<file path="src/rtl/mem_bus_decoder.sv">
// Memory-map decoder and slave-select sequencer: region decode, per-region wait states and size limits, registered read data.
// Latency: valid access WAIT+2 cycles to m_ready, unmapped access 1 cycle; one access in flight, master holds request until m_ready.
// Optional macro BUS_ERR_LATCH_EN latches the first unmapped address into err_addr until err_clr.
module mem_bus_decoder #(
  parameter int ADDR_W = 16,
  parameter int DATA_W = 16,
  parameter int RSEL_W = 2,
  parameter logic [4*(2**RSEL_W)-1:0] WAIT_STATES = '0,
  parameter logic [8*(2**RSEL_W)-1:0] SIZE_BITS = {8'd8, 8'd13, 8'd14, 8'd14}
) (
  input  logic                             clk,
  input  logic                             rst,
  input  logic [ADDR_W-1:0]                m_addr,
  input  logic [DATA_W-1:0]                m_wdata,
  input  logic                             m_read,
  input  logic                             m_write,
  output logic [DATA_W-1:0]                m_rdata,
  output logic                             m_ready,
  output logic                             m_err,
  output logic [(2**RSEL_W)-1:0]           s_cs,
  output logic                             s_write,
  output logic [ADDR_W-RSEL_W-1:0]         s_addr,
  output logic [DATA_W-1:0]                s_wdata,
  input  logic [(2**RSEL_W)*DATA_W-1:0]    s_rdata,
  input  logic                             err_clr,
  output logic [ADDR_W-1:0]                err_addr
);

  localparam int OFF_W = ADDR_W - RSEL_W;
  localparam int NREG  = 2**RSEL_W;

  typedef enum logic [1:0] {IDLE, ACCESS, RESP} state_t;

  state_t              state, state_nxt;
  logic [RSEL_W-1:0]   region, sel_q, sel_nxt;
  logic [OFF_W-1:0]    offset;
  logic [7:0]          size_sel;
  logic [3:0]          wait_sel, cnt, cnt_nxt;
  logic                req, addr_vld;
  logic [NREG-1:0]     cs_nxt;
  logic                write_nxt, ready_nxt, err_nxt;
  logic [OFF_W-1:0]    saddr_nxt;
  logic [DATA_W-1:0]   wdata_nxt, rdata_nxt;

  assign region   = m_addr[ADDR_W-1 -: RSEL_W];
  assign offset   = m_addr[OFF_W-1:0];
  assign size_sel = SIZE_BITS[8*region +: 8];
  assign wait_sel = WAIT_STATES[4*region +: 4];
  assign req      = m_read | m_write;
  // A shift by the full offset width yields zero, so a full-size region is always valid.
  assign addr_vld = ((offset >> size_sel) == '0);

  always_ff @(posedge clk or posedge rst) begin
    if (rst) state <= IDLE;
    else     state <= state_nxt;
  end

  always_comb begin
    state_nxt = state;
    cs_nxt    = s_cs;
    write_nxt = s_write;
    saddr_nxt = s_addr;
    wdata_nxt = s_wdata;
    rdata_nxt = m_rdata;
    sel_nxt   = sel_q;
    cnt_nxt   = cnt;
    ready_nxt = 1'b0;
    err_nxt   = 1'b0;
    case (state)
      IDLE: begin
        if (req) begin
          if (addr_vld) begin
            cs_nxt         = '0;
            cs_nxt[region] = 1'b1;
            write_nxt      = m_write;
            saddr_nxt      = offset;
            wdata_nxt      = m_wdata;
            sel_nxt        = region;
            cnt_nxt        = wait_sel;
            state_nxt      = ACCESS;
          end else begin
            rdata_nxt = '0;
            ready_nxt = 1'b1;
            err_nxt   = 1'b1;
            state_nxt = RESP;
          end
        end
      end
      ACCESS: begin
        if (cnt != 4'd0) begin
          cnt_nxt = cnt - 4'd1;
        end else begin
          if (!s_write) rdata_nxt = s_rdata[DATA_W*sel_q +: DATA_W];
          cs_nxt    = '0;
          write_nxt = 1'b0;
          ready_nxt = 1'b1;
          state_nxt = RESP;
        end
      end
      RESP:    state_nxt = IDLE;
      default: state_nxt = IDLE;
    endcase
  end

  always_ff @(posedge clk or posedge rst) begin
    if (rst) begin
      s_cs    <= '0;
      s_write <= 1'b0;
      s_addr  <= '0;
      s_wdata <= '0;
      m_rdata <= '0;
      m_ready <= 1'b0;
      m_err   <= 1'b0;
      sel_q   <= '0;
      cnt     <= '0;
    end else begin
      s_cs    <= cs_nxt;
      s_write <= write_nxt;
      s_addr  <= saddr_nxt;
      s_wdata <= wdata_nxt;
      m_rdata <= rdata_nxt;
      m_ready <= ready_nxt;
      m_err   <= err_nxt;
      sel_q   <= sel_nxt;
      cnt     <= cnt_nxt;
    end
  end

`ifdef BUS_ERR_LATCH_EN
  logic              err_latched;
  logic [ADDR_W-1:0] err_addr_q;
  logic              err_evt;

  assign err_evt = (state == IDLE) && req && !addr_vld;

  // Clear wins over an error sampled in the same cycle.
  always_ff @(posedge clk or posedge rst) begin
    if (rst) begin
      err_latched <= 1'b0;
      err_addr_q  <= '0;
    end else if (err_clr) begin
      err_latched <= 1'b0;
      err_addr_q  <= '0;
    end else if (err_evt && !err_latched) begin
      err_latched <= 1'b1;
      err_addr_q  <= m_addr;
    end
  end

  assign err_addr = err_addr_q;
`else
  logic unused_err_clr;
  assign unused_err_clr = err_clr;
  assign err_addr       = '0;
`endif

endmodule
</file>
<file path="config.mk">
export PLATFORM = sky130hd
export DESIGN_NAME = mem_bus_decoder
export DESIGN_NICKNAME = d
export VERILOG_FILES = /design/src/rtl/mem_bus_decoder.sv
export SDC_FILE = /design/constraint.sdc
export NUM_CORES = 1
export LEC_CHECK = 0
export BUFFER_PORTS_ARGS = -buffer_cell sky130_fd_sc_hd__buf_2
export CELL_PAD_IN_SITES_DETAIL_PLACEMENT = 1
export CELL_PAD_IN_SITES_GLOBAL_PLACEMENT = 2
export CORE_MARGIN = 2
export CORE_UTILIZATION = 29
export CTS_CLUSTER_DIAMETER = 60
export DETAILED_ROUTE_END_ITERATION = 10
export PLACE_DENSITY = 0.92
export SKIP_CTS_REPAIR_TIMING = 1
export SLEW_MARGIN = 20
export SYNTH_ARGS = -nofsm -noshare
export SYNTH_HDL_FRONTEND = slang
export SYNTH_SLANG_ARGS = --single-unit
</file>
<file path="constraint.sdc">
create_clock -name clk -period 2.7 [get_ports clk]
set_input_delay 0.135 -clock clk [delete_from_list [all_inputs] [get_ports clk]]
set_output_delay 0.135 -clock clk [all_outputs]
set_load 0.01 [all_outputs]
</file>
# Word level (Yosys, flattened, before mapping)
# Index checks and enable logic that the tools add are counted.
# classes
add_sub_neg	1
order_cmp	2
eq_ne	7
shifts	4
mux	28
bitwise	1
reduce_logical	10
# op_table
op	n
2-to-1 mux 16 bit	4
indexed part select 64 x 7 -> 16 bit	1
one-hot mux 16 bit (2 select lines)	1
indexed part select 32 x 6 -> 8 bit, first input constant	1
2-to-1 mux 4 bit	6
one-hot mux 4 bit (2 select lines)	2
indexed part select 16 x 5 -> 4 bit, first input constant	1
zero test 14 bit	1
right shift 14 x 8 -> 14 bit	1
!= test 2 bit, second input constant	6
2-to-1 mux 1 bit	8
AND reduction 4 bit	2
2-to-1 mux 2 bit	3
AND reduction 5 bit	1
one-hot mux 1 bit (2 select lines)	2
one-hot mux 2 bit (2 select lines)	1
nonzero test 4 bit	1
subtractor 4 x 1 -> 4 bit, second input constant	1
< comparator 2 x 3 -> 1 bit, second input constant	1
AND reduction 3 bit	1
demux 1 bit (select 2 bit)	1
equality test 2 x 1 -> 1 bit, second input constant	1
>= comparator 2 x 1 -> 1 bit, second input constant	1
zero test 2 bit	1
other kinds (4)	4
# totals
ff_bits	61
inputBits	101
out_inout_bits	69
wordCells	63

# Depth between registers and ports, before layout
# Gate-level depths: netlist (run 1).
# logic_depth
depth_word	7
ltp_mapped	7
depth_no_buf	6

# Worst setup path after synthesis (run 1)
# Ideal clock, no wire load.
# synth_timing
path_kind	register -> register
startpoint	register cnt[0]
endpoint	register m_rdata[10]
t_arrival_ps	1747
path_slack_ps	873
stages_incl_launch_ff	8
cell_sequence	dfrtp_1 -> inv_1 -> ha_1 -> nand2b_1 -> or4_4 -> a22oi_4 -> buf_12 -> mux2i_1
# synth_between
elab_chain_len	3
# synth_lines
item	line_no	rtl
start: declaration	38	logic [3:0] wait_sel, cnt, cnt_nxt;
start signal: assignment	125	cnt <= cnt_nxt;
nonzero test 4 bit	90	if (cnt != 4'd0) begin
!= test 2 bit (no line)	--	
AND reduction 5 bit (no line)	--	
end signal: assignment	121	m_rdata <= rdata_nxt;
end: declaration	17	output logic [DATA_W-1:0] m_rdata,
# Every way passes these cells.
# A chain may end at the register's enable or synchronous reset.

# Worst setup path after layout (run 1)
# layout_timing
startpoint	register cnt[0]
endpoint	register m_rdata[6]
# Same word-level chain as after synthesis.

==> results of run 1 <==
through the flow:
stage / setup WS, ns / power, mW
5_1_grt: 0.563 / 4.81
4_1_cts: 0.694 / 4.55
3_5_place_dp: 0.734 / 3.74
6_report: 0.713 / 4.46
2_1_floorplan: 0.873 / 3.07
3_3_place_gp: 0.784 / 3.64
layout make-up:
| type | count | area (µm²) |
|---|---|---|
| Fill cell | 1180 | 6220 |
| Sequential cell | 61 | 1530 |
| Multi-Input combinational cell | 138 | 1340 |
| Timing Repair Buffer | 158 | 821 |
| Tap cell | 136 | 170 |
| Clock buffer | 12 | 145 |
| Inverter | 19 | 71.3 |
| Clock inverter | 2 | 35.0 |
per-layer routing:
layer  GRT usage  wire length, µm
met5           0                0
met4      0.0622              171
met3      0.0237              353
met2       0.252             4140
met1       0.173             3200
final timing paths:
check                         endpoint  cells after the start
min reg2reg                    s_cs[3]                      1
max in group asynchronous     sel_q[0]                      4
min in group asynchronous  s_wdata[10]                      3
max                         m_rdata[6]                      7
max reg2reg                 m_rdata[6]                      7
min                          s_addr[0]                      2
synth_stat cells (2+ instances only):
cell and instances:
nor3b_1 2, mux4_2 16, ha_1 2, buf_2 2, nor3_1 4, buf_4 20
o21a_1 2, nor2_1 4, nor4_1 2, a21o_1 2, or2_2 2, o21ai_0 3
mux2_2 36, clkbuf_1 4, dfrtp_1 61, nand2_1 16, inv_1 19, mux2i_1 17
where the power goes:
| group | internal (mW) | switching (mW) |
|---|---|---|
| sequential | 1.31 | 0.269 |
| combinational | 1.10 | 0.998 |
| clock | 0.441 | 0.334 |
| total | 2.85 | 1.60 |
kinds of logic (layout without fill, tap and decap cells):
| kind of cell | count (synthesis) | after routing |
|---|---|---|
| other cells | 1 | 16 |
| buf+inv | 46 | 191 |
| mux | 69 | 69 |
| fa+ha+maj | 2 | 2 |
| flops | 61 | 61 |
| simple gates | 36 | 36 |
| compound gates | 15 | 15 |
state kept, by name (all words and copies together) (netlist names):
name and count:
s_wdata 16, sel_q 2, s_cs 4, m_ready 1, cnt 4, s_write 1
s_addr 14, m_rdata 16, m_err 1, state 2
cells in the final DEF, fill, tap and decap left out, types with 2 or more instances in the layout:
master / count
nor2_1: 4
mux2i_1: 17
clkbuf_1: 2
dfrtp_1: 61
conb_1: 16
or2_2: 2
buf_4: 4
nor3_1: 4
inv_1: 18
o21a_1: 2
ha_1: 2
mux4_2: 16
nor4_1: 2
clkbuf_8: 10
nor3b_1: 2
nand2_1: 16
o21ai_0: 3
buf_2: 152
mux2_2: 36
a21o_1: 2
==> impl_metrics.csv, run 1 <==
group,metric,value,unit
synthesis,ys_async_sr_fraction,1.00,
global_route,track_usage,0.143,
route,via_per_inst,4.54,
clock_network,clk_pin_slew,0.07,ns
clock_network,insertion_delay,0.33,ns
layout,fin_cells,526,
placement,placed_cell_area,3920,µm²
synthesis,avgSynthCellArea,13.3,µm²
setup_path,critPathKind,"register to register",
sta,finalCritPeriodShare,0.736,
route,remaining_drc_errors,0,
route,firstDrtPassIters,4,
synthesis,synth_edf_count,0,
floorplan,fp.dieH,107,µm
synthesis,synth_top_family_by_area,"multiplexers",
synthesis,synth_cells,230,
global_route,grt_pass1_wl,12.8,mm
setup_path,reg2reg_slack,0.71,ns
global_route,grt-ovfl-total,0,
synthesis,synthTopCellsByArea,"dfrtp_1, mux2_2, mux4_2, mux2i_1, buf_4",
floorplan,chipWidth,107,µm
sta,tns,0,ns
sta,drv_slew,0,
sta,rsz0062_at_grt,"no",
floorplan,pin_count,170,
floorplan,core_area,10300,µm²
synthesis,synth-seq-cells,61,
global_route,grt_max_degree,38,
global_route,antenna_found_initial,0,
setup_path,startpoint,"cnt[0]",
floorplan,initial_core_util,0.297,
clock_network,ctsHtreeMaxLevel,3,
layout,drive_gt1_frac,0.587,
route,vias,2388,
floorplan,rows,37,
synthesis,synth_compound_area_frac,0.0420,
power_and_ir_drop,ir_drop,0.375,mV
synthesis,yosysTopAreaCellShare,0.497,
layout,final_net_count,490,
sta,setup_viol,0,
setup_path,slowest_stage,"or4_4",
setup_path,critPathLaunchType,"register",
synthesis,synth_area,3070,µm²
synthesis,ys_seq_area_frac,0.497,
placement,hpwlAfterDp,5.97,mm
setup_path,cp-end-kind,"register",
setup_path,arrival,2.23,ns
job,max-cap-violations,0,
synthesis,yosys.area.top_type,"dfrtp_1",
setup_path,cp_cell_sequence,"inv_1, ha_1, nand2b_1, or4_4, a22oi_4, buf_4, mux2i_1",
power_and_ir_drop,p_per_area,1090,nW/µm²
route,drt_iter0_markers,79,
synthesis,synth_adder_area_share,0.00815,
setup_path,cp_data_required_time,2.94,ns
sta,fmax,503,MHz
synthesis,yosysWarningCount,0,
route,wl,7.87,mm
layout,syn2layout_area_growth,33.7,%
worst_hold_path,holdCritPathClass,"input port to register",
clock_network,cts_made_buffers,9,
power_and_ir_drop,p_leak,2.04,nW
sta,max-slew-margin-rel,0.474,
sta,clock_skew,0.00641,ns
synthesis,yosysUniqueCellTypes,34,
synthesis,synth.area.mux_share,0.305,
setup_path,worstPathMaxFanout,16,
placement,gp_congestion,0.760,
worst_hold_path,min_from,"m_addr[0]",
layout,final_util,0.398,
clock_network,cts_tree,"yes",
layout,fin_area,4110,µm²
sta,tightest_slew,0.789,ns
global_route,first_global_vias,2587,
floorplan,die-area,11400,µm²
route,wire_per_inst,15.0,µm
placement,port_buffers,152,
placement,dp_cells,511,
synthesis,synthFlopType,"dfrtp_1",
setup_path,reg2reg_from,"cnt[0]",
sta,hold_viol_final,0,
setup_path,critPathTopFamily,"simple AND/OR/NAND/NOR gates",
outcome,status,"finished clean",
synthesis,synthSimpleGateAreaFrac,0.0599,
clock_network,clockRootBuffer,"clkbuf_8",
route,ant_nets,0,
setup_path,cpPeakStageDelay,0.45,ns
clock_network,clock_sinks,61,
synthesis,synth_xor_area_frac,0,
sta,fin_crit,1.99,ns
setup_path,cp_num_buf_inv,2,
layout,n_antenna_cell,0,
clock_network,clk_path_buf_depth,2,
sta,whs,0.0342,ns
Power figures use the tool's default switching activity.
==> run 2, diff against run 1 <==
CORE_UTILIZATION = 27   (was 29)
PLACE_DENSITY = 0.87   (was 0.92)
clock period = 1.85 ns   (was 2.7 ns; I/O delays follow)
==> run 2 against run 1 <==
Total power is 68% higher. Largest cell class unchanged. Critical endpoint unchanged. Clock power increased by 120%. Final area increased by 9.7%. Global-route usage is 0.95 points lower. Combinational power up 67%. Clock-buffer cell count decreased by 2.
==> impl_metrics.csv, run 2 (synthesis results as in run 1) <==
group,metric,value,unit
outcome,status,"finished clean",
setup_path,cp-end-kind,"register",
floorplan,pin_count,170,
placement,hpwlAfterDp,6.29,mm
global_route,antenna_found_initial,0,
setup_path,reg2reg_slack,0.02,ns
clock_network,clock_sinks,61,
worst_hold_path,min_from,"m_wdata[2]",
clock_network,insertion_delay,0.32,ns
power_and_ir_drop,p_clk_frac,0.225,
power_and_ir_drop,seqPwrFrac,0.308,
sta,setup_slack,0.0158,ns
setup_path,slowest_stage,"or4_4",
job,max-cap-violations,0,
setup_path,critPathLaunchType,"register",
setup_path,cpPeakStageDelay,0.43,ns
worst_hold_path,holdCritPathClass,"input port to register",
floorplan,core_area,11000,µm²
sta,clock_skew,0.00456,ns
setup_path,worstPathMaxFanout,8,
power_and_ir_drop,p_leak,2.20,nW
global_route,grt_max_degree,34,
clock_network,ctsHtreeMaxLevel,3,
power_and_ir_drop,ir_drop,0.706,mV
floorplan,die-area,12200,µm²
floorplan,initial_core_util,0.280,
floorplan,rows,38,
route,vias,2475,
sta,finalCritPeriodShare,0.991,
setup_path,arrival,2.08,ns
route,wl,8.60,mm
placement,gp_congestion,0.773,
clock_network,cts_made_buffers,9,
clock_network,clk_pin_slew,0.06,ns
sta,tns,0,ns
layout,final_net_count,511,
sta,drv_slew,0,
route,firstDrtPassIters,4,
power_and_ir_drop,p_int,4.88,mW
layout,final_common_cell,"buf_2",
route,wire_per_inst,15.6,µm
route,drt_iter0_markers,44,
setup_path,reg2reg_from,"cnt[0]",
sta,tightest_slew,0.749,ns
placement,port_buffers,152,
sta,max-slew-margin-rel,0.501,
layout,drive_gt1_frac,0.607,
placement,placed_cell_area,4010,µm²
layout,n_antenna_cell,0,
clock_network,clockRootBuffer,"clkbuf_16",
worst_hold_path,hold_depth,2,
setup_path,cp_cell_sequence,"inv_2, ha_4, nand2b_4, or4_4, a22oi_4, buf_12, mux2i_4",
global_route,grt_pass1_wl,13.1,mm
floorplan,chipWidth,111,µm
clock_network,clk_path_buf_depth,2,
clock_network,cts_tree,"yes",
setup_path,cp_num_buf_inv,2,
setup_path,cp_data_required_time,2.10,ns
power_and_ir_drop,p_per_area,1660,nW/µm²
sta,fmax,545,MHz
setup_path,critPathKind,"register to register",
sta,fin_crit,1.83,ns
layout,biggestRegsByFlops,"m_rdata: 16 flops, s_wdata: 16 flops, s_addr: 14 flops",
layout,most-common-layout-cells,"buf_2, dfrtp_1, mux2_2",
setup_path,r2r_cells,7,
worst_hold_path,min_to,"s_wdata[2]",
layout,syn2layout_area_growth,46.7,%
setup_path,r2r_end,"m_rdata[6]",
global_route,grt-ovfl-total,0,
sta,rsz0062_at_grt,"yes",
power_and_ir_drop,p_sw,2.61,mW
route,remaining_drc_errors,0,
route,via_per_inst,4.48,
route,ant_nets,0,
global_route,track_usage,0.134,
layout,final_util,0.410,
layout,fin_area,4500,µm²
floorplan,fp.dieH,111,µm
power_and_ir_drop,totalPowerFinal,7.49,mW
power_and_ir_drop,p_comb_frac,0.467,
setup_path,critPathTopFamily,"simple AND/OR/NAND/NOR gates",
placement,place_worst_setup_slack,-0.00830,ns
global_route,first_global_vias,2652,
sta,hold_viol_final,0,
power_and_ir_drop,p_sw_frac,0.348,
sta,setup_viol,0,
run 2: cell types whose count changed in the layout (fill, tap and decap cells not counted), sizes merged:
| cell | change |
|---|---|
| buf | +11 |
| clkinvlp | +3 |
| clkbuf | -1 |
| dlygate4sd3 | +9 |
run 2: how the worst max path moves through the flow:
stage / start / to / slack [ns] / depth (start not counted)
after floorplan: cnt[0] / m_rdata[10] / 0.02 / 7
after global placement: cnt[0] / m_rdata[15] / 0.11 / 7
after detailed placement: cnt[0] / m_rdata[6] / -0.008 / 7
after CTS: cnt[0] / m_rdata[6] / -0.03 / 7
after global routing: cnt[1] / m_rdata[6] / -0.05 / 7
final: cnt[0] / m_rdata[6] / 0.02 / 7
run 2: area by class of cell:
cell class,instances,area (µm²)
clock inverter,5,61.3
clock buffer,10,239
fill,1243,6480
sequential,61,1530
tap,140,175
multi-input combinational,138,1370
inverter,19,71.3
timing repair buffer,179,1060
run 2: through the flow:
step	hold slack, ns	std cells
5_1_grt	0.00461	552
3_5_place_dp	0.000432	522
2_1_floorplan	0.232	245
3_3_place_gp	-0.000650	522
6_report	0.00108	552
4_1_cts	-0.347	537
run 2: worst reg2reg max path, stage by stage, from the launching register on:
cell      delay (ns)
dfrtp_1         0.39
inv_2           0.09
ha_4            0.14
nand2b_4        0.05
or4_4           0.43
a22oi_4         0.24
buf_12          0.18
mux2i_4         0.23
run 2: power groups by stage:
stage / clock network, mW / logic [mW] / registers, mW
CTS: 1.74 / 3.31 / 2.31
detailed placement: 0 / 3.30 / 2.33
finish: 1.69 / 3.50 / 2.31
global placement: 0 / 3.19 / 2.29
floorplan: 0 / 2.02 / 2.46
global route: 1.81 / 3.81 / 2.40
run 2: layer usage:
layer  track usage  vias up  routed length [µm]
met5             0        -                   0
met4        0.0525        0                 112
met3        0.0346       11                 523
met2         0.240       95                4570
met1         0.152     1232                3390
li1              -     1137                   -
